**config.mk**
```make
export PLATFORM = sky130hd
export DESIGN_NAME = y_pattern_tx_flat
export DESIGN_NICKNAME = d
export VERILOG_FILES = /design/src/rtl/y_wave_pkg.sv /design/src/rtl/y_pattern_tx_if.sv /design/src/rtl/y_pattern_gen.sv /design/src/rtl/y_pattern_tx.sv /design/src/flat_wrapper.sv
export SDC_FILE = /design/constraint.sdc
export NUM_CORES = 1
export LEC_CHECK = 0
export BUFFER_PORTS_ARGS = -buffer_cell sky130_fd_sc_hd__buf_2
export CAP_MARGIN = 20
export CORE_MARGIN = 5
export CORE_UTILIZATION = 35
export CTS_BUF_LIST = sky130_fd_sc_hd__clkbuf_4
export DETAILED_ROUTE_END_ITERATION = 12
export PLACE_DENSITY = 0.55
export SLEW_MARGIN = 30
export SYNTH_ARGS = -nofsm -noshare
export SYNTH_HDL_FRONTEND = slang
export SYNTH_SLANG_ARGS = --single-unit
```
**constraint.sdc**
```tcl
create_clock -name clk -period 4.2 [get_ports clk]
set_input_delay 0.84 -clock clk [delete_from_list [all_inputs] [get_ports clk]]
set_output_delay 0.84 -clock clk [all_outputs]
set_load 0.03 [all_outputs]
```
**src/rtl/y_wave_pkg.sv**
```systemverilog
// Shared definitions for the y_wave video blocks.
//   - FSM state codes for the packet source
//   - Avalon-ST Video packet type nibbles and the interlace nibble
//   - symbol width and the colour-bar lookup
package y_wave_pkg;

    localparam int unsigned SYM_W = 8;

    localparam logic [3:0] PKT_CTRL       = 4'hF;
    localparam logic [3:0] PKT_VID        = 4'h0;
    localparam logic [3:0] INTERLACE_PROG = 4'h3;

    // State register holds the beat that will be loaded on the next free slot.
    typedef logic [2:0] state_t;
    localparam state_t ST_IDLE  = 3'd0;
    localparam state_t ST_C_HDR = 3'd1;
    localparam state_t ST_C_D1  = 3'd2;
    localparam state_t ST_C_D2  = 3'd3;
    localparam state_t ST_C_D3  = 3'd4;
    localparam state_t ST_V_HDR = 3'd5;
    localparam state_t ST_V_PIX = 3'd6;

    // Eight vertical bars, left to right; symbol 2 is the top byte.
    function automatic logic [3*SYM_W-1:0] bar_colour(input logic [2:0] idx);
        logic [3*SYM_W-1:0] c;
        case (idx)
            3'd0:    c = 24'hFFFFFF; // white
            3'd1:    c = 24'hFFFF00; // yellow
            3'd2:    c = 24'h00FFFF; // cyan
            3'd3:    c = 24'h00FF00; // green
            3'd4:    c = 24'hFF00FF; // magenta
            3'd5:    c = 24'hFF0000; // red
            3'd6:    c = 24'h0000FF; // blue
            default: c = 24'h000000; // black
        endcase
        return c;
    endfunction

    // Control-packet beat: one nibble per symbol in bits [3:0], upper nibble zero.
    function automatic logic [3*SYM_W-1:0] nib_beat(input logic [3:0] s2, input logic [3:0] s1,
                                                    input logic [3:0] s0);
        return {4'h0, s2, 4'h0, s1, 4'h0, s0};
    endfunction

endpackage

```
**src/rtl/y_pattern_tx_if.sv**
```systemverilog
// Avalon-ST Video stream bundle.
//   data  : beat data, symbol 0 in [7:0]
//   valid : beat valid (source)
//   ready : sink ready
//   sop   : first beat of a packet
//   eop   : last beat of a packet
interface y_pattern_tx_if #(
    parameter int unsigned DATA_W = 24
);
    logic [DATA_W-1:0] data;
    logic              valid;
    logic              ready;
    logic              sop;
    logic              eop;

    modport master (output data, output valid, output sop, output eop, input ready);
    modport slave  (input data, input valid, input sop, input eop, output ready);
endinterface

```
**src/rtl/y_pattern_gen.sv**
```systemverilog
// Combinational test-pattern pixel generator.
//   x_lo, y_lo : low 8 bits of the raster position
//   sel        : 0 flat grey, 1 horizontal ramp, 2 vertical ramp, 3 colour bars
//   pixel      : 3-symbol pixel
module y_pattern_gen
    import y_wave_pkg::*;
(
    input  logic [7:0]         x_lo,
    input  logic [7:0]         y_lo,
    input  logic [1:0]         sel,
    output logic [3*SYM_W-1:0] pixel
);

    always_comb begin
        pixel = '0;
        case (sel)
            2'd0:    pixel = {3{8'h80}};
            2'd1:    pixel = {3{x_lo}};
            2'd2:    pixel = {3{y_lo}};
            default: pixel = bar_colour(x_lo[7:5]); // 32-pixel-wide bars
        endcase
    end

endmodule

```
**src/rtl/y_pattern_tx.sv**
```systemverilog
// Avalon-ST Video packet source: per frame, one control packet (width/height) followed by
// one video packet of generated test pixels, with sop/eop framing and ready back-pressure.
//   clk, rst           : clock, synchronous active-high reset
//   enable             : run frames continuously; low stops after the current frame
//   pattern_sel        : pixel pattern, latched at frame start
//   control_in_data    : [11:0] width, [23:12] height, [35:24] ignored
//   control_in_valid   : strobe loading the pending dimensions
//   video_out          : stream master (data/valid/sop/eop out, ready in)
//   frame_done         : 1-cycle pulse after the last pixel beat is accepted
module y_pattern_tx
    import y_wave_pkg::*;
#(
    parameter int unsigned DATA_W     = 24,
    parameter int unsigned DIM_W      = 12,
    parameter int unsigned DEF_WIDTH  = 256,
    parameter int unsigned DEF_HEIGHT = 256
) (
    input  logic                  clk,
    input  logic                  rst,
    input  logic                  enable,
    input  logic [1:0]            pattern_sel,
    input  logic [35:0]           control_in_data,
    input  logic                  control_in_valid,
    y_pattern_tx_if.master        video_out,
    output logic                  frame_done
);

    localparam logic [DIM_W-1:0] DEF_W = DIM_W'(DEF_WIDTH);
    localparam logic [DIM_W-1:0] DEF_H = DIM_W'(DEF_HEIGHT);

    state_t             state;
    logic [DIM_W-1:0]   pend_w, pend_h, act_w, act_h;
    logic [DIM_W-1:0]   x, y;
    logic [1:0]         act_sel;
    logic               last_out;   // the beat currently held is the frame's last pixel
    logic [DATA_W-1:0]  out_data;
    logic               out_valid, out_sop, out_eop;

    logic               load, latch, x_last, y_last;
    logic [15:0]        w16, h16;
    logic [3*SYM_W-1:0] pixel;
    logic               unused_ctrl;

    assign unused_ctrl = ^control_in_data[35:24];

    assign video_out.data  = out_data;
    assign video_out.valid = out_valid;
    assign video_out.sop   = out_sop;
    assign video_out.eop   = out_eop;

    assign load   = !out_valid || video_out.ready;
    // Frame parameters are captured on leaving IDLE or on the slot after the last pixel goes.
    assign latch  = enable && ((state == ST_IDLE) || (state == ST_V_PIX && load && last_out));
    assign x_last = (x == act_w - DIM_W'(1));
    assign y_last = (y == act_h - DIM_W'(1));
    assign w16    = 16'(act_w);
    assign h16    = 16'(act_h);

    function automatic logic [DIM_W-1:0] or_def(input logic [DIM_W-1:0] v,
                                               input logic [DIM_W-1:0] d);
        return (v == '0) ? d : v;
    endfunction

    y_pattern_gen u_gen (
        .x_lo  (x[7:0]),
        .y_lo  (y[7:0]),
        .sel   (act_sel),
        .pixel (pixel)
    );

    always_ff @(posedge clk) begin
        if (rst) begin
            state      <= ST_IDLE;
            pend_w     <= DEF_W;
            pend_h     <= DEF_H;
            act_w      <= DEF_W;
            act_h      <= DEF_H;
            act_sel    <= 2'd0;
            x          <= '0;
            y          <= '0;
            last_out   <= 1'b0;
            out_data   <= '0;
            out_valid  <= 1'b0;
            out_sop    <= 1'b0;
            out_eop    <= 1'b0;
            frame_done <= 1'b0;
        end else begin
            frame_done <= 1'b0;
            if (control_in_valid) begin
                pend_w <= control_in_data[DIM_W-1:0];
                pend_h <= control_in_data[12 +: DIM_W];
            end
            if (latch) begin
                act_w   <= or_def(pend_w, DEF_W);
                act_h   <= or_def(pend_h, DEF_H);
                act_sel <= pattern_sel;
            end
            if (load) begin
                case (state)
                    ST_IDLE: begin
                        if (enable) state <= ST_C_HDR;
                    end
                    ST_C_HDR: begin
                        out_valid <= 1'b1;
                        out_data  <= DATA_W'(nib_beat(4'h0, 4'h0, PKT_CTRL));
                        out_sop   <= 1'b1;
                        out_eop   <= 1'b0;
                        state     <= ST_C_D1;
                    end
                    ST_C_D1: begin
                        out_data <= DATA_W'(nib_beat(w16[7:4], w16[11:8], w16[15:12]));
                        out_sop  <= 1'b0;
                        state    <= ST_C_D2;
                    end
                    ST_C_D2: begin
                        out_data <= DATA_W'(nib_beat(h16[11:8], h16[15:12], w16[3:0]));
                        state    <= ST_C_D3;
                    end
                    ST_C_D3: begin
                        out_data <= DATA_W'(nib_beat(INTERLACE_PROG, h16[3:0], h16[7:4]));
                        out_eop  <= 1'b1;
                        state    <= ST_V_HDR;
                    end
                    ST_V_HDR: begin
                        out_data <= DATA_W'(nib_beat(4'h0, 4'h0, PKT_VID));
                        out_sop  <= 1'b1;
                        out_eop  <= 1'b0;
                        x        <= '0;
                        y        <= '0;
                        state    <= ST_V_PIX;
                    end
                    ST_V_PIX: begin
                        if (last_out) begin
                            // Last pixel accepted: one empty slot, then next frame or idle.
                            out_valid  <= 1'b0;
                            out_sop    <= 1'b0;
                            out_eop    <= 1'b0;
                            last_out   <= 1'b0;
                            frame_done <= 1'b1;
                            state      <= enable ? ST_C_HDR : ST_IDLE;
                        end else begin
                            out_data <= DATA_W'(pixel);
                            out_sop  <= 1'b0;
                            out_eop  <= x_last && y_last;
                            if (x_last) begin
                                x <= '0;
                                if (y_last) begin
                                    y        <= '0;
                                    last_out <= 1'b1;
                                end else begin
                                    y <= y + DIM_W'(1);
                                end
                            end else begin
                                x <= x + DIM_W'(1);
                            end
                        end
                    end
                    default: state <= ST_IDLE;
                endcase
            end
        end
    end

endmodule

```
**src/flat_wrapper.sv**
```systemverilog
// flat-port wrapper written by rule: the top's interface ports become plain ports
module y_pattern_tx_flat import y_wave_pkg::*;
#(
    parameter int unsigned DATA_W     = 24,
    parameter int unsigned DIM_W      = 12,
    parameter int unsigned DEF_WIDTH  = 256,
    parameter int unsigned DEF_HEIGHT = 256
)
  (clk, rst, enable, pattern_sel, control_in_data, control_in_valid, frame_done, video_out_data, video_out_valid, video_out_sop, video_out_eop, video_out_ready);
  y_pattern_tx_if #(.DATA_W(DATA_W)) video_out_i ();
  input  logic clk;
  input  logic rst;
  input  logic enable;
  input  logic [1:0] pattern_sel;
  input  logic [35:0] control_in_data;
  input  logic control_in_valid;
  output logic frame_done;
  output wire logic [$bits(video_out_i.data)-1:0] video_out_data;
  output wire logic [$bits(video_out_i.valid)-1:0] video_out_valid;
  output wire logic [$bits(video_out_i.sop)-1:0] video_out_sop;
  output wire logic [$bits(video_out_i.eop)-1:0] video_out_eop;
  input wire logic [$bits(video_out_i.ready)-1:0] video_out_ready;
  assign video_out_data = video_out_i.data;
  assign video_out_valid = video_out_i.valid;
  assign video_out_sop = video_out_i.sop;
  assign video_out_eop = video_out_i.eop;
  assign video_out_i.ready = video_out_ready;
  y_pattern_tx #(.DATA_W(DATA_W), .DIM_W(DIM_W), .DEF_WIDTH(DEF_WIDTH), .DEF_HEIGHT(DEF_HEIGHT)) u_core (.clk(clk), .rst(rst), .enable(enable), .pattern_sel(pattern_sel), .control_in_data(control_in_data), .control_in_valid(control_in_valid), .video_out(video_out_i), .frame_done(frame_done));
endmodule
```
Word level (Yosys, flattened, before mapping)
Cells that the tools add are included.
Widths: inputs -> output; s select.

storage, ports and cells
  bits in registers = 106
  logic and storage cells = 94

cells by class
  add/subtract/negate cells = 4
  equality and inequality tests = 20
  muxes and demuxes = 26
  bitwise operators = 2
  reductions and logical operators = 28

operators with widths
  operator               number
  $pmux 24 s7            1
  $pmux 24 s6            1
  $mux 12                7
  $pmux 24 s3            1
  $pmux 12 s2            2
  $add 12x1->12 const B  2
  $eq 12x12->1           2
  $logic_not 12->1       2
  $mux 24                1
  $sub 12x1->12 const B  2
  $pmux 3 s7             1
  $eq 3x3->1 const B     6
  $eq 3x2->1 const B     4
  $reduce_and 3->1       4
  $mux 1                 7
  $eq 3x1->1 const B     2
  $logic_not 3->1        2
  $mux 3                 2
  $reduce_and 2->1       3
  $reduce_bool 2->1      3
  $reduce_bool 6->1      1
  $logic_and 1x1->1      4
  $ne 2x1->1 const B     2
  $ne 2x2->1 const B     2
  12 further kinds       16

Logic depth before layout (Yosys ltp)
  depth in word-level cells = 6
  gate-level depth with buffers = 11
  depth with buffers taken out = 9

By module
A second synthesis with hierarchy kept.

unflattened totals
  cell total of the unflattened synthesis = 737
  area total of the unflattened synthesis = 5879.4 um^2

modules (own cells, without submodules)
  module         times used  cells an instance  area each (um^2)  sequential area each (um^2)
  y_pattern_tx   1           663                5475.3            2122.0
  y_pattern_gen  1           74                 404.1             0.0

Worst setup path after synthesis
Ideal clock, no wire load.

  path type = reg2reg
  from = register u_core.act_w[0]
  to = register u_core.y[7]
  library setup time = 122 ps
  arrival time = 2543 ps
  required time = 4078 ps
  slack = 1535 ps
  stages on the path, launching flop included = 12
  path buffers = 2
  clock period less this slack = 2665 ps
  cells stage by stage = dfxtp_1 -> buf_6 -> inv_1 -> ha_1 -> nor3b_1 -> and3_1 -> o211ai_1 -> a311oi_2 -> nand4_4 -> and2_4 -> buf_6 -> a221o_1

between the ends
  word-level cells in the longest chain between the ends = 4

ends and longest elaborated chain
  item                        RTL line             source
  from (decl)                 y_pattern_tx.sv:32   logic [DIM_W-1:0] pend_w, pend_h, act_w, act_h;
  from (signal assigned)      y_pattern_tx.sv:94   act_w <= or_def(pend_w, DEF_W);
  $sub 12x1->12               y_pattern_tx.sv:54   assign x_last = (x == act_w - DIM_W'(1));
  $eq 12x12->1                y_pattern_tx.sv:54
  $ne 2x1->1 (no line)        --
  $reduce_and 4->1 (no line)  --
  to (signal assigned)        y_pattern_tx.sv:151  y <= y + DIM_W'(1);
  to (decl)                   y_pattern_tx.sv:33   logic [DIM_W-1:0] x, y;

No other way between the ends.
A chain may end at the register's enable or synchronous reset.

Worst setup path after layout
  from = register u_core.act_w[0]
  to = register u_core.y[0]

The elaborated chain is that of the path after synthesis.

==> reports/qor.csv <==
stage,metric,value,unit
global_route,antenna_found_initial,1,
timing,rsz0062_at_grt,false,
power,power.leakage,2.30,nW
global_route,grt_pass1_vias,4536,
route,drt-total-wl,14500,um
route,ant_nets,0,
global_route,grt_use_total,0.162,
timing,tightest_slew,0.924,ns
timing,fin_worst_skew,0.0209,ns
power,powerDensity,349,mW/mm2
clock_tree,clkSinkCount,106,
layout,regArea,0.00212,mm2
power,p_total,2.06,mW
yosys,synthMuxAreaShare,0.0449,
global_route,grt_pass1_wl,23400,um
route,drc,0,
worst_setup_path,cp-end-kind,register,
global_route,grt_max_degree,82,
die,die_area,0.0180,mm2
layout,final_common_cell,dfxtp_1,
yosys,ys_warn_count,0,
yosys,syn_nets,726,
yosys,synthArstFlopShare,0,
timing,max_freq,321,MHz
route,drt_iter0_drc,429,
route,drt_pass1_iterations,5,
layout,drive_gt1_frac,0.129,
yosys,synth_area_leaders,"dfxtp_1, nor2_1, a21oi_1",
worst_setup_path,worstSetupPathType,reg -> reg,
timing,setup_viol,0,
die,die_w,134,um
layout,area_growth,9.83,%
worst_setup_path,arrival,3.56,ns
hold_path,hold_path.class,reg -> reg,
route,vias,4802,
timing,finalCriticalPeriod,3.11,ns
clock_tree,cts_tree,built,
timing,finalHoldViolations,0,
yosys,synthFlopType,dfxtp_1,
run_status,status,completed,
clock_tree,cts_resized,0,
die,num_rows,45,
clock_tree,hold_buffers,0,
timing,fin_crit_sh,0.741,
yosys,synth_compound_area_frac,0.176,
yosys,netlist.area_leader.share,0.394,
die,die_h,134,um
timing,slew_viol_final,0,
die,initial_core_util,0.355,
yosys,synth-xor-area-share,0.0667,
placed_design,hpwlAfterDp,10700,um
yosys,synthSimpleGateAreaFrac,0.261,
yosys,yosys.cell_types.count,62,
clock_tree,postCtsSetupRepairBufs,0,
layout,fin_nets,750,
clock_tree,cts-root-buf,clkbuf_4,
clock_tree,clkTransAtPathRegs,0.16,ns
global_route,grt_overflow,0,
yosys,synth_seq_area_share,0.394,
placed_design,dp_cells,880,
power,ir_drop,0.164,mV
worst_setup_path,cp-start-kind,register,
layout,multi_input_area,0.00300,mm2
placed_design,io_buffers,58,
layout,postLayoutCoreUtil,0.390,
clock_tree,insertion_delay,0.51,ns
timing,max-slew-margin-rel,0.384,
die,io_pins,71,
yosys,synthesis.area,0.00538,mm2
route,wl_per_cell,16.1,um
yosys,synth-seq-cells,106,
job,maxCapViolations,0,
worst_setup_path,worstPathMaxFanout,11,
yosys,synth-edff-count,0,
yosys,netlist.top_cell.by_area,dfxtp_1,
worst_setup_path,cp.required,4.65,ns
die,core_area,0.0151,mm2
route,via_per_inst,5.35,
yosys,synth_top_family_by_area,simple AND/OR/NAND/NOR gates,
layout,final_cells,897,
yosys,syn_inst,679,
yosys,synth_fa_ha_area_frac,0.00930,
timing,fin_setup_tns,0,ns
yosys,postSynthAreaPerCell,7.93,um2
placed_design,place_congestion,0.834,
layout,layout_common_cells,"dfxtp_1, nor2_1, nand2_1",
clock_tree,cts_buffer_depth,2,
clock_tree,htreeDepth,3,
clock_tree,cts-buffers-inserted,9,
layout,fill_cells,1565,
## through the flow
| stage | worst slack, ns | instance area (um2) | hold slack [ns] |
|---|---|---|---|
| global placement | 1.28 | 5730 | 0.443 |
| CTS | 1.14 | 5910 | 0.469 |
| detailed placement | 1.17 | 5730 | 0.447 |
| floorplan | 1.53 | 5380 | 0.444 |
| finish | 1.09 | 5910 | 0.468 |
| global route | 0.765 | 5910 | 0.485 |
## critical path, cell delays in order, from the launching register on
cell	delay (ns)
dfxtp_1	0.44
inv_1	0.09
ha_1	0.23
nor3b_1	0.64
nand4b_1	0.22
xnor2_1	0.20
nor4_1	0.30
o211ai_1	0.22
and4bb_2	0.53
mux2_2	0.21
## area by class of cell
cell class / count / share of cell area
Tap cell: 188 / 0.0398
Multi-Input combinational cell: 509 / 0.507
Clock buffer: 9 / 0.0114
Antenna cell: 1 / 0.000423
Inverter: 15 / 0.00952
Clock inverter: 7 / 0.0184
Timing Repair Buffer: 62 / 0.0542
Sequential cell: 106 / 0.359
## logic make-up (layout without fill, tap and decap cells)
| family | count (synthesis) | count (layout) |
|---|---|---|
| compound gates | 145 | 145 |
| xor+xnor | 41 | 41 |
| fa+ha+maj | 4 | 4 |
| buf+inv | 64 | 93 |
| flops | 106 | 106 |
| mux | 24 | 24 |
| other cells | 0 | 1 |
| simple gates | 295 | 295 |
## cells in the mapped netlist, types with 6 or more instances
cell type and number:
a221o_1 9, dfxtp_1 106, o21ai_0 13, inv_1 15, xnor2_1 23, nand3_1 22
nor2b_1 8, clkbuf_1 43, and3_1 9, or3_1 10, nor3_1 16, nand4_1 6
a31oi_1 7, nor4_1 10, nand2_1 81, xor2_1 18, mux2i_1 23, a22oi_1 6
a222oi_1 6, a21oi_1 72, nor2_1 102
## final timing paths
path / to / cells after the start / startpoint / slack (ns)
worst max-delay path: u_core.y[0] / 9 / u_core.act_w[0] / 1.09
worst min-delay path: u_core.video_out.data[4] / 2 / u_core.video_out.data[4] / 0.47
worst max register to register: u_core.y[0] / 9 / u_core.act_w[0] / 1.09
worst min register to register: u_core.video_out.data[4] / 2 / u_core.video_out.data[4] / 0.47
## sequential cells by signal (all words and copies together), names as in the netlist, 2 cells and up
signal / cells
u_core.state: 3
u_core.act_sel: 2
u_core.pend_h: 12
u_core.act_h: 12
u_core.video_out.data: 24
u_core.pend_w: 12
u_core.x: 12
u_core.y: 12
u_core.act_w: 12
## layer usage
layer	global-route usage	wire length, um
met4	0.0639	331
met3	0.0296	682
met5	0	0
met1	0.220	6830
met2	0.257	6640
## power breakdown
part | internal, mW | switching (mW)
Clock | 0.254 | 0.366
Sequential | 1.05 | 0.0596
Combinational | 0.124 | 0.211
Total | 1.42 | 0.637
Power figures use the tool's default switching activity.
